<file path="config.mk">
export PLATFORM = sky130hd
export DESIGN_NAME = operand_fetch_seq
export DESIGN_NICKNAME = d
export VERILOG_FILES = /design/src/rtl/opfetch_pkg.sv /design/src/rtl/operand_fetch_seq.sv
export SDC_FILE = /design/constraint.sdc
export NUM_CORES = 1
export LEC_CHECK = 0
export CAP_MARGIN = 40
export CORE_ASPECT_RATIO = 1.2
export CORE_MARGIN = 2
export CORE_UTILIZATION = 53
export DETAILED_ROUTE_END_ITERATION = 10
export PLACE_DENSITY = 0.85
export SKIP_CTS_REPAIR_TIMING = 1
export SYNTH_ARGS = -nofsm -noshare
export SYNTH_HDL_FRONTEND = slang
export SYNTH_SLANG_ARGS = --single-unit
export TNS_END_PERCENT = 50
</file>
<file path="constraint.sdc">
create_clock -name clk -period 5.01 [get_ports clk]
set_input_delay 1.002 -clock clk [delete_from_list [all_inputs] [get_ports clk]]
set_output_delay 1.002 -clock clk [all_outputs]
set_load 0.03 [all_outputs]
</file>
<file path="src/rtl/opfetch_pkg.sv">
// Shared types and helpers for the operand fetch sequencer: FSM states,
// default widths and the constant-operand table.
package opfetch_pkg;

    localparam int PTR_W     = 5;
    localparam int DATA_W    = 8;
    localparam int RF_ADDR_W = PTR_W - 1;

    typedef enum logic [2:0] {
        IDLE,
        ISSUE_A,
        ISSUE_B,
        CAPTURE,
        OUT
    } state_t;

    function automatic logic [DATA_W-1:0] const_value(input logic [3:0] idx);
        logic [DATA_W-1:0] val;
        case (idx)
            4'd0:    val = 8'd127;
            4'd1:    val = 8'd1;
            4'd2:    val = 8'd2;
            4'd3:    val = 8'd128;
            4'd4:    val = 8'd8;
            4'd5:    val = 8'd3;
            4'd6:    val = 8'd4;
            4'd7:    val = 8'd5;
            4'd8:    val = 8'd32;
            4'd9:    val = 8'd6;
            4'd10:   val = 8'd15;
            4'd11:   val = 8'd64;
            4'd12:   val = 8'd7;
            4'd13:   val = 8'd255;
            4'd14:   val = 8'd19;
            default: val = 8'd20;
        endcase
        return val;
    endfunction

    function automatic logic is_const(input logic [PTR_W-1:0] ptr);
        return ptr[PTR_W-1];
    endfunction

endpackage

</file>
<file path="src/rtl/operand_fetch_seq.sv">
// Resolves an instruction's two operand pointers into operand values, using
// the constant table directly and a single synchronous register-file read port.
module operand_fetch_seq
    import opfetch_pkg::*;
(
    input  logic                 clk,
    input  logic                 rst_n,
    input  logic                 req_valid,
    output logic                 req_ready,
    input  logic [PTR_W-1:0]     ptr_a,
    input  logic [PTR_W-1:0]     ptr_b,
    output logic                 rf_rd_en,
    output logic [RF_ADDR_W-1:0] rf_rd_addr,
    input  logic [DATA_W-1:0]    rf_rd_data,
    output logic [DATA_W-1:0]    opa,
    output logic [DATA_W-1:0]    opb,
    output logic                 a_is_const,
    output logic                 b_is_const,
    output logic                 out_valid,
    input  logic                 out_ready
);

    state_t                state_q, state_d;
    logic [RF_ADDR_W-1:0]  idx_a_q, idx_a_d;
    logic [RF_ADDR_W-1:0]  idx_b_q, idx_b_d;
    logic                  a_const_q, a_const_d;
    logic                  b_const_q, b_const_d;
    logic [DATA_W-1:0]     opa_q, opa_d;
    logic [DATA_W-1:0]     opb_q, opb_d;

    logic a_reg, b_reg, same;

    assign a_reg = !a_const_q;
    assign b_reg = !b_const_q;
    assign same  = a_reg && b_reg && (idx_a_q == idx_b_q);

    always_ff @(posedge clk or negedge rst_n) begin
        if (!rst_n) begin
            state_q   <= IDLE;
            idx_a_q   <= '0;
            idx_b_q   <= '0;
            a_const_q <= 1'b0;
            b_const_q <= 1'b0;
            opa_q     <= '0;
            opb_q     <= '0;
        end else begin
            state_q   <= state_d;
            idx_a_q   <= idx_a_d;
            idx_b_q   <= idx_b_d;
            a_const_q <= a_const_d;
            b_const_q <= b_const_d;
            opa_q     <= opa_d;
            opb_q     <= opb_d;
        end
    end

    // Read data returns one cycle after its strobe, so ISSUE_B collects the
    // A read and CAPTURE collects whichever read was issued last.
    always_comb begin
        state_d    = state_q;
        idx_a_d    = idx_a_q;
        idx_b_d    = idx_b_q;
        a_const_d  = a_const_q;
        b_const_d  = b_const_q;
        opa_d      = opa_q;
        opb_d      = opb_q;
        rf_rd_en   = 1'b0;
        rf_rd_addr = '0;

        case (state_q)
            IDLE: begin
                if (req_valid) begin
                    idx_a_d   = ptr_a[RF_ADDR_W-1:0];
                    idx_b_d   = ptr_b[RF_ADDR_W-1:0];
                    a_const_d = is_const(ptr_a);
                    b_const_d = is_const(ptr_b);
                    if (is_const(ptr_a)) opa_d = const_value(ptr_a[RF_ADDR_W-1:0]);
                    if (is_const(ptr_b)) opb_d = const_value(ptr_b[RF_ADDR_W-1:0]);
                    if (!is_const(ptr_a))      state_d = ISSUE_A;
                    else if (!is_const(ptr_b)) state_d = ISSUE_B;
                    else                       state_d = OUT;
                end
            end
            ISSUE_A: begin
                rf_rd_en   = 1'b1;
                rf_rd_addr = idx_a_q;
                state_d    = (b_reg && !same) ? ISSUE_B : CAPTURE;
            end
            ISSUE_B: begin
                rf_rd_en   = 1'b1;
                rf_rd_addr = idx_b_q;
                if (a_reg) opa_d = rf_rd_data;
                state_d    = CAPTURE;
            end
            CAPTURE: begin
                if (same) begin
                    opa_d = rf_rd_data;
                    opb_d = rf_rd_data;
                end else if (b_reg) begin
                    opb_d = rf_rd_data;
                end else begin
                    opa_d = rf_rd_data;
                end
                state_d = OUT;
            end
            OUT: begin
                if (out_ready) state_d = IDLE;
            end
            default: state_d = IDLE;
        endcase
    end

    assign req_ready  = (state_q == IDLE);
    assign out_valid  = (state_q == OUT);
    assign opa        = opa_q;
    assign opb        = opb_q;
    assign a_is_const = a_const_q;
    assign b_is_const = b_const_q;

endmodule

</file>
==> summary by stage, run 1 <==
Power and ir drop
Of the total power, combinational logic draws 0.579. The share of total power dissipated in the clock network is 0.125. Of the total power, the share spent switching nets is 0.434. The share of total power dissipated in sequential elements is 0.296. The power per unit of standard cell area is 634 mW/mm^2.

The worst-case IR drop observed on VDD is 360 uV. Summed over all cells, the static leakage comes to 1.06 nW. The design draws 0.00156 W. Internal power comes to 0.000883 W. For this design the total switching power over the nets is 0.000677 W.

Floorplan
The area enclosed by the die boundary is 0.00410 mm^2. From bottom edge to top edge, the die measures 69.8 um. The initial cell density of the core is 0.563. The chip width is 58.8 um. The floorplan row count is 23. The number of top-level pins is 47. The core region is 0.00340 mm^2.

Synth
Yosys attributes the largest share of cell area to sky130_fd_sc_hd__dfrtp_1 (38%), sky130_fd_sc_hd__mux2_2 (12%), sky130_fd_sc_hd__ha_1 (7.9%). For this run, asynchronously set or reset flops after synthesis account for 1.00. For this run, the register share of the synthesized area comes to 0.380. The synthesized-area fraction occupied by ao, oa, aoi and oai cells is 0.168.

In this run the mean area of a mapped cell was 9.41 um^2. After synthesis, the largest family of logic cells by area is multiplexers. The share of synthesized area in the top cell type comes to 0.380.

Of all cell types, the one taking the most synthesized area is sky130_fd_sc_hd__dfrtp_1. In this run, distinct cell masters in the synthesized netlist total 34. Yosys printed 0 warnings. The number of nets in the synthesized netlist is 237. The most used flip-flop cell after synthesis is sky130_fd_sc_hd__dfrtp_1. The number of synthesized register bits is 29. Of the total synthesized cell area, the portion taken by AND, OR, NAND and NOR gates is 0.128.

Counting every instance in the synthesized netlist gives 203. Measured against the total synthesized area, the mux share comes to 0.179. The cell area that synthesis handed to floorplanning was 0.00191 mm^2.

Of the total synthesized cell area, the portion taken by XOR and XNOR cells is 0.0183. Counting flops with a built-in enable in the synthesized netlist gives 0. Of the total synthesized cell area, the portion taken by full adders, half adders and majority gates is 0.0786.

Clock network
The total clock sinks is 29. The deepest level of the CTS H-tree is 2. TritonCTS built the clock tree.

The tree is rooted in a sky130_fd_sc_hd__clkbuf_8. The clock transition at the register clock pins on the worst setup and hold paths after CTS is 0.06 ns. The clock tree buffer depth is 2. The clock latency on the worst-skew pair is 0.28 ns.

The number of clock buffers inserted by TritonCTS is 5.

Worst setup path
The worst register-to-register path ends at opb[1]$_DFFE_PN0P_. The arrival time at the worst endpoint is 2.10 ns. For the worst setup path, the data required time is 4.01 ns. The maximum fanout along the worst path is 8.

The worst setup path category is flip-flop to output port. The highest cell delay on the worst timing path is 0.69 ns. STA classifies the critical path endpoint as an output port.

The setup check on the worst reg-to-reg path leaves a slack of 2.70 ns. The cell depth of the worst flop-to-flop path is 4. Among all stages on the critical path, the largest delay is contributed by sky130_fd_sc_hd__clkdlybuf4s50_1.

STA classifies the critical path startpoint as a flip-flop. Walking the worst path, the cells encountered are nor2b_1, a22oi_1, nor2_1, clkdlybuf4s50_1. The cell family with the largest share of critical-path delay is buffers and inverters. The worst flop-to-flop path startpoint is state_q[2]$_DFFE_PN0P_. Counting both buffers and inverters, the worst setup path holds a total of 1.

Routing
For this block, the initial DRC count from the detailed router was 60. In the routed layout, each cell is associated on average with a via count of 5.76. The detailed-route via count is 1,623. The detail route stage leaves a number of antenna-violating nets equal to 0. The detailed-routing iteration count for the pre-antenna-repair pass is 7.

The overall routed net length is 4300 um. In the routed design, unresolved DRC markers number 2. Dividing the detail-routed wire length by the instance count gives 15.3 um.

Cells and area
Relative to the synthesized area, the layout overhead comes to 28.7%. The net count of the finished layout is 279. The number of antenna diodes is 0. Of the cells placed in the final design, the portion with a size suffix greater than 1 is 0.131.

The final standard cell count with taps included and fillers excluded is 282. The layout filler cell count is 269.

Placed design
Routability-driven placement finished with a final weighted congestion of 0.862. In this run the tool buffered the top-level ports with 46 buffer cells. The half-perimeter wire length of the detailed placement result is 3290 um. The number of placed instances, taps included, is 275.

Timing
The part of the cycle the worst path needs is 0.620. The final-report max-slew violation count is 0. The tightest hold path in the finished design has a slack of 0.476 ns. The number of endpoints failing setup at the final stage is 0. The total count of hold-check failures in the final report came to 0. Setup repair after global routing left no endpoint under its margin. At the pin with the least slew margin, the transition time is 0.855 ns. The final worst clock skew is 0.00425 ns.

The relative slew slack is 0.430. The total negative slack is 0 ns. The smallest clock period supported by the final layout is computed as 3.11 ns. Derived from the worst setup path, the maximum achievable clock frequency is 0.322 GHz.

Hold path
The worst hold path belongs to the class flip-flop to flip-flop. Along the worst hold path, the cell count comes to 2. The beginning of the worst hold path is opb[2]$_DFFE_PN0P_. For hold timing, the worst endpoint is opb[2]$_DFFE_PN0P_.

Status
The flow ran to the end, but the final reports show violations. The final reports fail on DRC.

Global routing
The number of antenna violations at the first check in global routing is 0. Entering global routing, the biggest net connects 30 pins. The total routing usage reported by global routing is 0.225.

The global route total overflow is 0. The via count of the first global-routing pass is 1,487. The global-route wire length before repair is 6940 um.

Run
Across the run, the number of max-cap violations was 0.
## placed cells by master, fill, tap and decap left out, types with 3 or more instances in the layout
cell and instances:
sky130_fd_sc_hd__a22oi_1 4, sky130_fd_sc_hd__nand2_1 16, sky130_fd_sc_hd__clkdlybuf4s50_1 46, sky130_fd_sc_hd__inv_1 11
sky130_fd_sc_hd__mux2i_1 6, sky130_fd_sc_hd__ha_1 12, sky130_fd_sc_hd__nand3_1 5, sky130_fd_sc_hd__nor2b_1 5
sky130_fd_sc_hd__clkbuf_8 6, sky130_fd_sc_hd__nor2_1 15, sky130_fd_sc_hd__o211ai_1 6, sky130_fd_sc_hd__mux2_2 21
sky130_fd_sc_hd__o21ai_0 17, sky130_fd_sc_hd__xnor2_1 3, sky130_fd_sc_hd__a21oi_1 18, sky130_fd_sc_hd__dfrtp_1 29
## how the worst max path moves through the flow
| stage | slack (ns) | cells after the start | start | end |
|---|---|---|---|---|
| 2_1_floorplan | 2.45 | 6 | ptr_b[0] | opb[1]$_DFFE_PN0P_ |
| 3_3_place_gp | 1.78 | 7 | ptr_b[0] | opb[1]$_DFFE_PN0P_ |
| 3_5_place_dp | 1.68 | 7 | ptr_b[0] | opb[1]$_DFFE_PN0P_ |
| 4_1_cts | 1.94 | 4 | state_q[0]$_DFFE_PN0P_ | rf_rd_addr[0] |
| 5_1_grt | 1.75 | 4 | state_q[0]$_DFFE_PN0P_ | rf_rd_addr[0] |
| 6_report | 1.90 | 4 | state_q[0]$_DFFE_PN0P_ | rf_rd_addr[0] |
## cell families (layout without fill, tap and decap cells)
| logic type | count (synthesis) | count (layout) |
|---|---|---|
| compound gates | 54 | 54 |
| simple gates | 52 | 52 |
| mux | 29 | 29 |
| flops | 29 | 29 |
| buf+inv | 23 | 65 |
| fa+ha+maj | 12 | 12 |
| xor+xnor | 4 | 4 |
## sequential cells by signal, indices dropped and copies added, names as in the netlist
signal,cells
opa,8
opb,8
idx_b_q,4
state_q,3
a_is_const,1
idx_a_q,4
b_is_const,1
## cells in the mapped netlist (3+ instances only)
cell                       instances
sky130_fd_sc_hd__nor2b_1           5
sky130_fd_sc_hd__a22oi_1           4
sky130_fd_sc_hd__buf_2             4
sky130_fd_sc_hd__mux2i_1           6
sky130_fd_sc_hd__nand3_1           5
sky130_fd_sc_hd__inv_1            11
sky130_fd_sc_hd__o21ai_0          17
sky130_fd_sc_hd__ha_1             12
sky130_fd_sc_hd__o211ai_1          6
sky130_fd_sc_hd__nor2_1           15
sky130_fd_sc_hd__clkbuf_1          7
sky130_fd_sc_hd__mux2_2           21
sky130_fd_sc_hd__xnor2_1           3
sky130_fd_sc_hd__nand2_1          16
sky130_fd_sc_hd__a21oi_1          18
sky130_fd_sc_hd__dfrtp_1          29
## through the flow
step | utilization | instance area (um^2) | setup slack [ns]
after CTS | 0.724 | 2460 | 1.94
after global routing | 0.724 | 2460 | 1.75
after detailed placement | 0.699 | 2370 | 1.68
after floorplan | - | 1910 | 2.45
after global placement | 0.699 | 2370 | 1.78
final | 0.724 | 2460 | 1.90
## per-layer routing
layer  vias to the layer above  GRT usage  wire length (um)
li1                        793          -                 -
met1                       772      0.269              1780
met2                        49      0.377              2220
met3                         9     0.0616               228
met4                         0     0.0859                81
met5                         -          0                 0
## final cells by class
cell class	instances	area (um^2)	share of cell area
Clock buffer	7	86.3	0.0351
Inverter	11	41.3	0.0168
Multi-Input combinational cell	151	1090	0.444
Sequential cell	29	726	0.295
Tap cell	37	46.3	0.0188
Timing Repair Buffer	47	468	0.190
## worst reg2reg max path: cells and delay by family, from the launching register on
kind / cells / cell delay (ns)
muxes: 1 / 0.41
and+or+nand+nor: 2 / 0.45
AOI/OAI and AO/OA: 1 / 0.76
DFF: 1 / 0.58
## power by group through the flow
stage | clock network, W | registers [W] | logic [W]
3_5_place_dp | 0 | 0.000466 | 0.000907
2_1_floorplan | 0 | 0.000561 | 0.000504
6_report | 0.000195 | 0.000462 | 0.000903
5_1_grt | 0.000212 | 0.000479 | 0.000970
4_1_cts | 0.000199 | 0.000462 | 0.000908
3_3_place_gp | 0 | 0.000460 | 0.000892
No activity file was read; power rests on OpenSTA's default activity.
==> run 2: changes to the inputs <==
- CORE_UTILIZATION: 53 -> 49
- PLACE_DENSITY: 0.85 -> 0.79
- clock period: 5.01 -> 3.2 ns (I/O delays scaled with it)
==> summary by stage, run 2 (synthesis results as in run 1) <==
Routing
The detailed-route via count was 1,641 (was 1,623). The via density per instance is 5.42 (was 5.76). The routed length per placed instance came to 14.2 um (was 15.3 um). The number of nets with antenna violations after routing is 0 (unchanged).

The iteration-0 DRC count of the detailed router is 77 (was 60). The detailed-routing iteration count for the pre-antenna-repair pass is 4 (was 7). The overall routed net length came to 4290 um (was 4300 um). The residual DRC count is 0 (was 2).

Power and ir drop
The overall power was 0.00244 W (was 0.00156 W). The worst-case vdd ir drop came to 495 uV (was 360 uV). The power per unit of standard cell area is 973 mW/mm^2 (was 634 mW/mm^2). The static leakage is 1.09 nW (was 1.06 nW).

Timing
The transition time at the pin with the least slew margin is 0.525 ns (was 0.855 ns). The post-layout minimum cycle time is 2.78 ns. The final-report max-slew violation count came to 0 (unchanged). Of the available clock period, the critical path in the final layout requires 0.868.

The relative slew slack is 0.650 (was 0.430). The total negative slack is 0 ns (unchanged). The final worst clock skew is 0.00516 ns (was 0.00425 ns). The number of endpoints failing setup at the final stage is 0 (unchanged). The setup slack after layout is 0.421 ns (was 1.90 ns).

Static timing analysis puts the maximum clock frequency at 0.360 GHz. The total count of hold-check failures in the final report is 0 (unchanged). The worst hold-check slack is 0.473 ns (was 0.476 ns).

RSZ-0062 raised after global routing: false (unchanged).

Status
Status: complete, no violations (was complete, but fails checks).

Floorplan
The chip width came to 61 um (was 58.8 um). The area enclosed by the die boundary is 0.00442 mm^2 (was 0.00410 mm^2). The area of the placeable core is 0.00369 mm^2 (was 0.00340 mm^2). The initial cell density of the core was 0.517 (was 0.563). The height of the die is 72.4 um (was 69.8 um). The floorplan row count is 24 (was 23). The number of top-level pins is 47 (unchanged).

Clock network
The number of clock buffers inserted by TritonCTS was 5 (unchanged). The CTS root buffer is sky130_fd_sc_hd__clkbuf_8 (unchanged). The deepest level of the CTS H-tree came to 2 (unchanged).

The TritonCTS clock tree is done (unchanged). The clock tree buffer depth is 2 (unchanged). The total clock sinks is 29 (unchanged).

The clock transition at the register clock pins on the worst setup and hold paths after CTS came to 0.06 ns (about the same). The clock latency on the worst-skew pair is 0.28 ns (about the same).

Worst setup path
The arrival time at the worst endpoint is 2.14 ns (was 2.10 ns). The worst setup path category is flip-flop to output port (unchanged). The maximum fanout along the worst path is 8 (unchanged). The setup slack of the worst register-to-register path came to 1.20 ns (was 2.70 ns). The endpoint type of the worst setup path is an output port (unchanged).

The data required time at the worst endpoint was 2.56 ns (was 4.01 ns). The kind of start point of the critical path was a flip-flop (unchanged).

Run
The number of max-cap violations is 0 (unchanged).

Cells and area
The layout-stage area growth over the synthesis result is 31.5% (was 28.7%). The share of the core filled with cells is 0.680 (was 0.724). The net count of the finished layout is 284 (was 279). The fraction of final layout cells with drive strength greater than 1 is 0.151 (was 0.131). The commonest non-fill, non-tap cell in the layout is sky130_fd_sc_hd__clkdlybuf4s50_1 (unchanged). Highest-count cells in the layout ignoring fill and taps: sky130_fd_sc_hd__clkdlybuf4s50_1 (46), sky130_fd_sc_hd__dfrtp_1 (29), sky130_fd_sc_hd__mux2_2 (21) (unchanged).

The number of antenna diodes is 0 (unchanged). The layout filler cell count is 314 (was 269).

Global routing
The pin count of the biggest net entering global routing was 30 (unchanged). The global-route wire length before repair is 7230 um (was 6940 um). The via count of the first global-routing pass is 1,571 (was 1,487).

The global route total overflow was 0 (unchanged). The number of antenna violations at the first check in global routing is 0 (unchanged). The total routing usage reported by global routing is 0.221 (was 0.225).

Hold path
The type of the tightest min-delay check is flip-flop to flip-flop (unchanged).

Placed design
The half-perimeter wire length of the detailed placement result came to 3190 um (was 3290 um). The routability-driven placement congestion ratio was 0.945 (was 0.862). The quantity of I/O buffers inserted on ports is 46 (unchanged). The setup slack after placement is 0.271 ns (was 1.68 ns).
run 2: cell count changes in the layout (fill, tap and decap cells not counted), sizes merged:
| cell | previous run | this run |
|---|---|---|
| clkbuf | 7 | 6 |
| clkinv | 0 | 2 |
| buf | 1 | 6 |
run 2: final timing paths:
kind,from,cells past startpoint,end
max reg2reg,state_q[2]$_DFFE_PN0P_,3,opa[4]$_DFFE_PN0P_
max,state_q[0]$_DFFE_PN0P_,4,rf_rd_addr[3]
max in group asynchronous,rst_n,2,opa[4]$_DFFE_PN0P_
min in group asynchronous,rst_n,2,a_is_const$_DFFE_PN0P_
min reg2reg,opb[2]$_DFFE_PN0P_,2,opb[2]$_DFFE_PN0P_
min,opb[2]$_DFFE_PN0P_,2,opb[2]$_DFFE_PN0P_
run 2: power breakdown:
part	internal [W]	switching, W	total, W
clock network	0.000150	0.000137	0.000287
logic	0.000673	0.000764	0.00144
registers	0.000554	0.000166	0.000720
run 2: final cells by class:
| class | count | area [um^2] | area share |
|---|---|---|---|
| well taps | 52 | 65.1 | 0.0259 |
| repair buffers | 52 | 505 | 0.201 |
| multi-input cells | 151 | 1090 | 0.435 |
| flip-flops and latches | 29 | 726 | 0.289 |
| inverters | 11 | 41.3 | 0.0164 |
| clock buffers | 6 | 72.6 | 0.0289 |
| clock inverters | 2 | 10.0 | 0.00398 |
run 2: routing by layer:
metal  GRT usage  part of all wire
met2       0.366              0.51
met4      0.0652             0.013
met5           0                 0
met1       0.284              0.44
met3      0.0517             0.038
run 2: critical path, cell delays in order, from the launching register on:
cell and delay (ns):
sky130_fd_sc_hd__dfrtp_1 0.48, sky130_fd_sc_hd__nor2b_1 0.42, sky130_fd_sc_hd__a22oi_1 0.17, sky130_fd_sc_hd__nor2_1 0.11, sky130_fd_sc_hd__clkdlybuf4s50_1 0.67
run 2: metrics by stage:
step	area (um^2)	instances
4_1_cts	2510	303
2_1_floorplan	1910	203
6_report	2510	303
5_1_grt	2510	303
3_3_place_gp	2420	294
3_5_place_dp	2430	295
==> run 3: changes to the inputs <==
- SLEW_MARGIN: not set -> 20
- clock period: 3.2 -> 2.68 ns (I/O delays scaled with it)
==> summary by stage, run 3 (synthesis results as in run 1) <==
Status
Status: complete, no violations (unchanged).

Worst setup path
The maximum fanout along the worst path was 8 (unchanged). The kind of start point of the critical path is a flip-flop (unchanged). The worst setup path category was flip-flop to output port (unchanged). The highest cell delay on the worst timing path is 0.67 ns (about the same). The cell depth of the worst flop-to-flop path is 3 (unchanged). CP Cell Sequence: nor2b_2, a22oi_1, nor2_1, clkdlybuf4s50_1 (was nor2b_1, a22oi_1, nor2_1, clkdlybuf4s50_1).

The setup slack of the worst register-to-register path came to 0.69 ns (was 1.20 ns). The worst flop-to-flop path startpoint was state_q[2]$_DFFE_PN0P_ (unchanged). The cell at the slowest stage of the critical path is sky130_fd_sc_hd__clkdlybuf4s50_1 (unchanged). The arrival time at the worst endpoint was 2.00 ns (was 2.14 ns). The endpoint type of the worst setup path is an output port (unchanged). The data required time at the worst endpoint is 2.14 ns (was 2.56 ns). The destination of the worst register-to-register timing path is opa[4]$_DFFE_PN0P_ (unchanged).

Global routing
The via count of the first global-routing pass came to 1,617 (was 1,571). The total routing usage reported by global routing is 0.224 (was 0.221). The global-route wire length before repair is 7420 um (was 7230 um). The global route total overflow is 0 (unchanged). The pin count of the biggest net entering global routing is 30 (unchanged).

The number of antenna violations at the first check in global routing came to 0 (unchanged).

Power and ir drop
The part of the power in the clock network is 0.124 (was 0.118). The switching part of the total was 0.430 (was 0.437). The static leakage is 1.11 nW (was 1.09 nW).

The worst-case vdd ir drop was 597 uV (was 495 uV). The switching power came to 0.00126 W (was 0.00107 W). The power per unit of standard cell area is 1150 mW/mm^2 (was 973 mW/mm^2).

The share of power burned in registers is 0.293 (was 0.295). The total internal power came to 0.00168 W (was 0.00138 W). The combinational power share was 0.583 (was 0.588).

Clock network
The total clock sinks is 29 (unchanged). The number of clock buffers inserted by TritonCTS was 5 (unchanged). The TritonCTS clock tree is done (unchanged).

The CTS root buffer is sky130_fd_sc_hd__clkbuf_8 (unchanged). The clock latency on the worst-skew pair is 0.28 ns (about the same). The deepest level of the CTS H-tree is 2 (unchanged).

The clock transition at the register clock pins on the worst setup and hold paths after CTS was 0.06 ns (about the same). The clock tree buffer depth is 2 (unchanged).

Cells and area
The flip-flop and latch area came to 726 um^2 (unchanged). The net count of the finished layout was 289 (was 284). The final standard cell count with taps included and fillers excluded is 307 (was 303). The area occupied by multi-input gates came to 0.00110 mm^2 (was 0.00109 mm^2). Highest-count cells in the layout ignoring fill and taps: sky130_fd_sc_hd__clkdlybuf4s50_1 (46), sky130_fd_sc_hd__dfrtp_1 (29), sky130_fd_sc_hd__mux2_2 (21) (unchanged).

The layout filler cell count was 305 (was 314). The layout-stage area growth over the synthesis result is 33.9% (was 31.5%). The share of the core filled with cells is 0.693 (was 0.680). The number of antenna diodes is 0 (unchanged). The fraction of final layout cells with drive strength greater than 1 is 0.173 (was 0.151). The cell area after layout was 0.00256 mm^2 (was 0.00251 mm^2). The commonest non-fill, non-tap cell in the layout is sky130_fd_sc_hd__clkdlybuf4s50_1 (unchanged).

Routing
The number of nets with antenna violations after routing is 0 (unchanged). The routed length per placed instance came to 14.2 um (about the same). The overall routed net length came to 4370 um (was 4290 um).

The residual DRC count is 0 (unchanged). The detailed-route via count is 1,691 (was 1,641). The iteration-0 DRC count of the detailed router came to 84 (was 77).

The via density per instance is 5.51 (was 5.42). The detailed-routing iteration count for the pre-antenna-repair pass is 4 (unchanged).

Floorplan
The floorplan row count came to 24 (unchanged). The chip width was 61 um (unchanged). The area enclosed by the die boundary came to 0.00442 mm^2 (unchanged). The height of the die is 72.4 um (unchanged). The initial cell density of the core was 0.517 (unchanged). The number of top-level pins is 47 (unchanged). The area of the placeable core is 0.00369 mm^2 (unchanged).

Timing
The final worst clock skew came to 0.00506 ns (was 0.00516 ns). The setup slack after layout came to 0.146 ns (was 0.421 ns). The number of endpoints failing setup at the final stage came to 0 (unchanged). Of the available clock period, the critical path in the final layout requires 0.946. The total negative slack is 0 ns (unchanged). RSZ-0062 raised after global routing: false (unchanged).

The final-report max-slew violation count is 0 (unchanged). The relative slew slack came to 0.664 (was 0.650). The transition time at the pin with the least slew margin is 0.503 ns (was 0.525 ns). The total count of hold-check failures in the final report came to 0 (unchanged). The highest achievable clock rate is 0.395 GHz. The clock period could shrink to 2.53 ns.

Hold path
The beginning of the worst hold path is opb[5]$_DFFE_PN0P_ (was opb[2]$_DFFE_PN0P_). The depth of the worst hold-timing path is 2 (unchanged). The end point of the worst hold path was opb[5]$_DFFE_PN0P_ (was opb[2]$_DFFE_PN0P_). The type of the tightest min-delay check is flip-flop to flip-flop (unchanged).

Placed design
The setup slack after placement came to 0.0257 ns (was 0.271 ns). The routability-driven placement congestion ratio is 0.931 (was 0.945). The cell count after placement is 300 (was 295). The quantity of I/O buffers inserted on ports is 46 (unchanged). The half-perimeter wire length of the detailed placement result was 3290 um (was 3190 um).

The area after detailed placement is 0.00247 mm^2 (was 0.00243 mm^2).

Run
The number of max-cap violations is 0 (unchanged).
-- run 3: cell types whose count changed in the layout (fill, tap and decap cells not counted) --
cell                       change
sky130_fd_sc_hd__nor2b_2       +2
sky130_fd_sc_hd__clkbuf_8      +1
sky130_fd_sc_hd__buf_4         +5
sky130_fd_sc_hd__nor2b_1       -2
sky130_fd_sc_hd__clkinv_2      -2
-- run 3: per-layer routing --
metal  track usage  wire [um]  part of all wire  vias up
li1              -          -                 -      814
met1         0.292       1850              0.42      808
met2         0.357       2210              0.51       57
met4        0.0797         88             0.020        0
met5             0          0                 0        -
met3        0.0553        228             0.052       12
-- run 3: cell type report --
| type | instances | area share |
|---|---|---|
| multi-input cells | 151 | 0.429 |
| flip-flops and latches | 29 | 0.284 |
| repair buffers | 57 | 0.212 |
| clock buffers | 7 | 0.0337 |
| well taps | 52 | 0.0254 |
| inverters | 11 | 0.0161 |
-- run 3: worst max path at each step --
stage	slack (ns)	depth (start not counted)	to	start
floorplan	0.54	5	a_is_const$_DFFE_PN0P_	state_q[1]$_DFFE_PN0P_
global placement	0.08	7	opb[1]$_DFFE_PN0P_	ptr_b[1]
detailed placement	0.03	7	opb[1]$_DFFE_PN0P_	ptr_b[1]
CTS	0.05	4	rf_rd_addr[2]	state_q[0]$_DFFE_PN0P_
global route	0.04	4	rf_rd_addr[1]	state_q[0]$_DFFE_PN0P_
finish	0.15	4	rf_rd_addr[2]	state_q[0]$_DFFE_PN0P_
-- run 3: power groups by stage --
stage	clock network, W	registers, W	logic (W)
4_1_cts	0.000374	0.000860	0.00172
5_1_grt	0.000390	0.000893	0.00186
6_report	0.000364	0.000862	0.00171
2_1_floorplan	0	0.00105	0.000941
3_3_place_gp	0	0.000862	0.00169
3_5_place_dp	0	0.000866	0.00172
-- run 3: critical path, delay by kind of cell (launching register included) --
family,cells,cell delay (ns)
flops,1,0.49
simple gates,2,0.41
compound gates,1,0.13
buf+inv,1,0.67
-- run 3: through the flow --
step | total power [W] | hold WS (ns)
5_1_grt | 0.00314 | 0.508
3_3_place_gp | 0.00255 | 0.462
6_report | 0.00294 | 0.477
2_1_floorplan | 0.00199 | 0.240
4_1_cts | 0.00296 | 0.483
3_5_place_dp | 0.00258 | 0.470
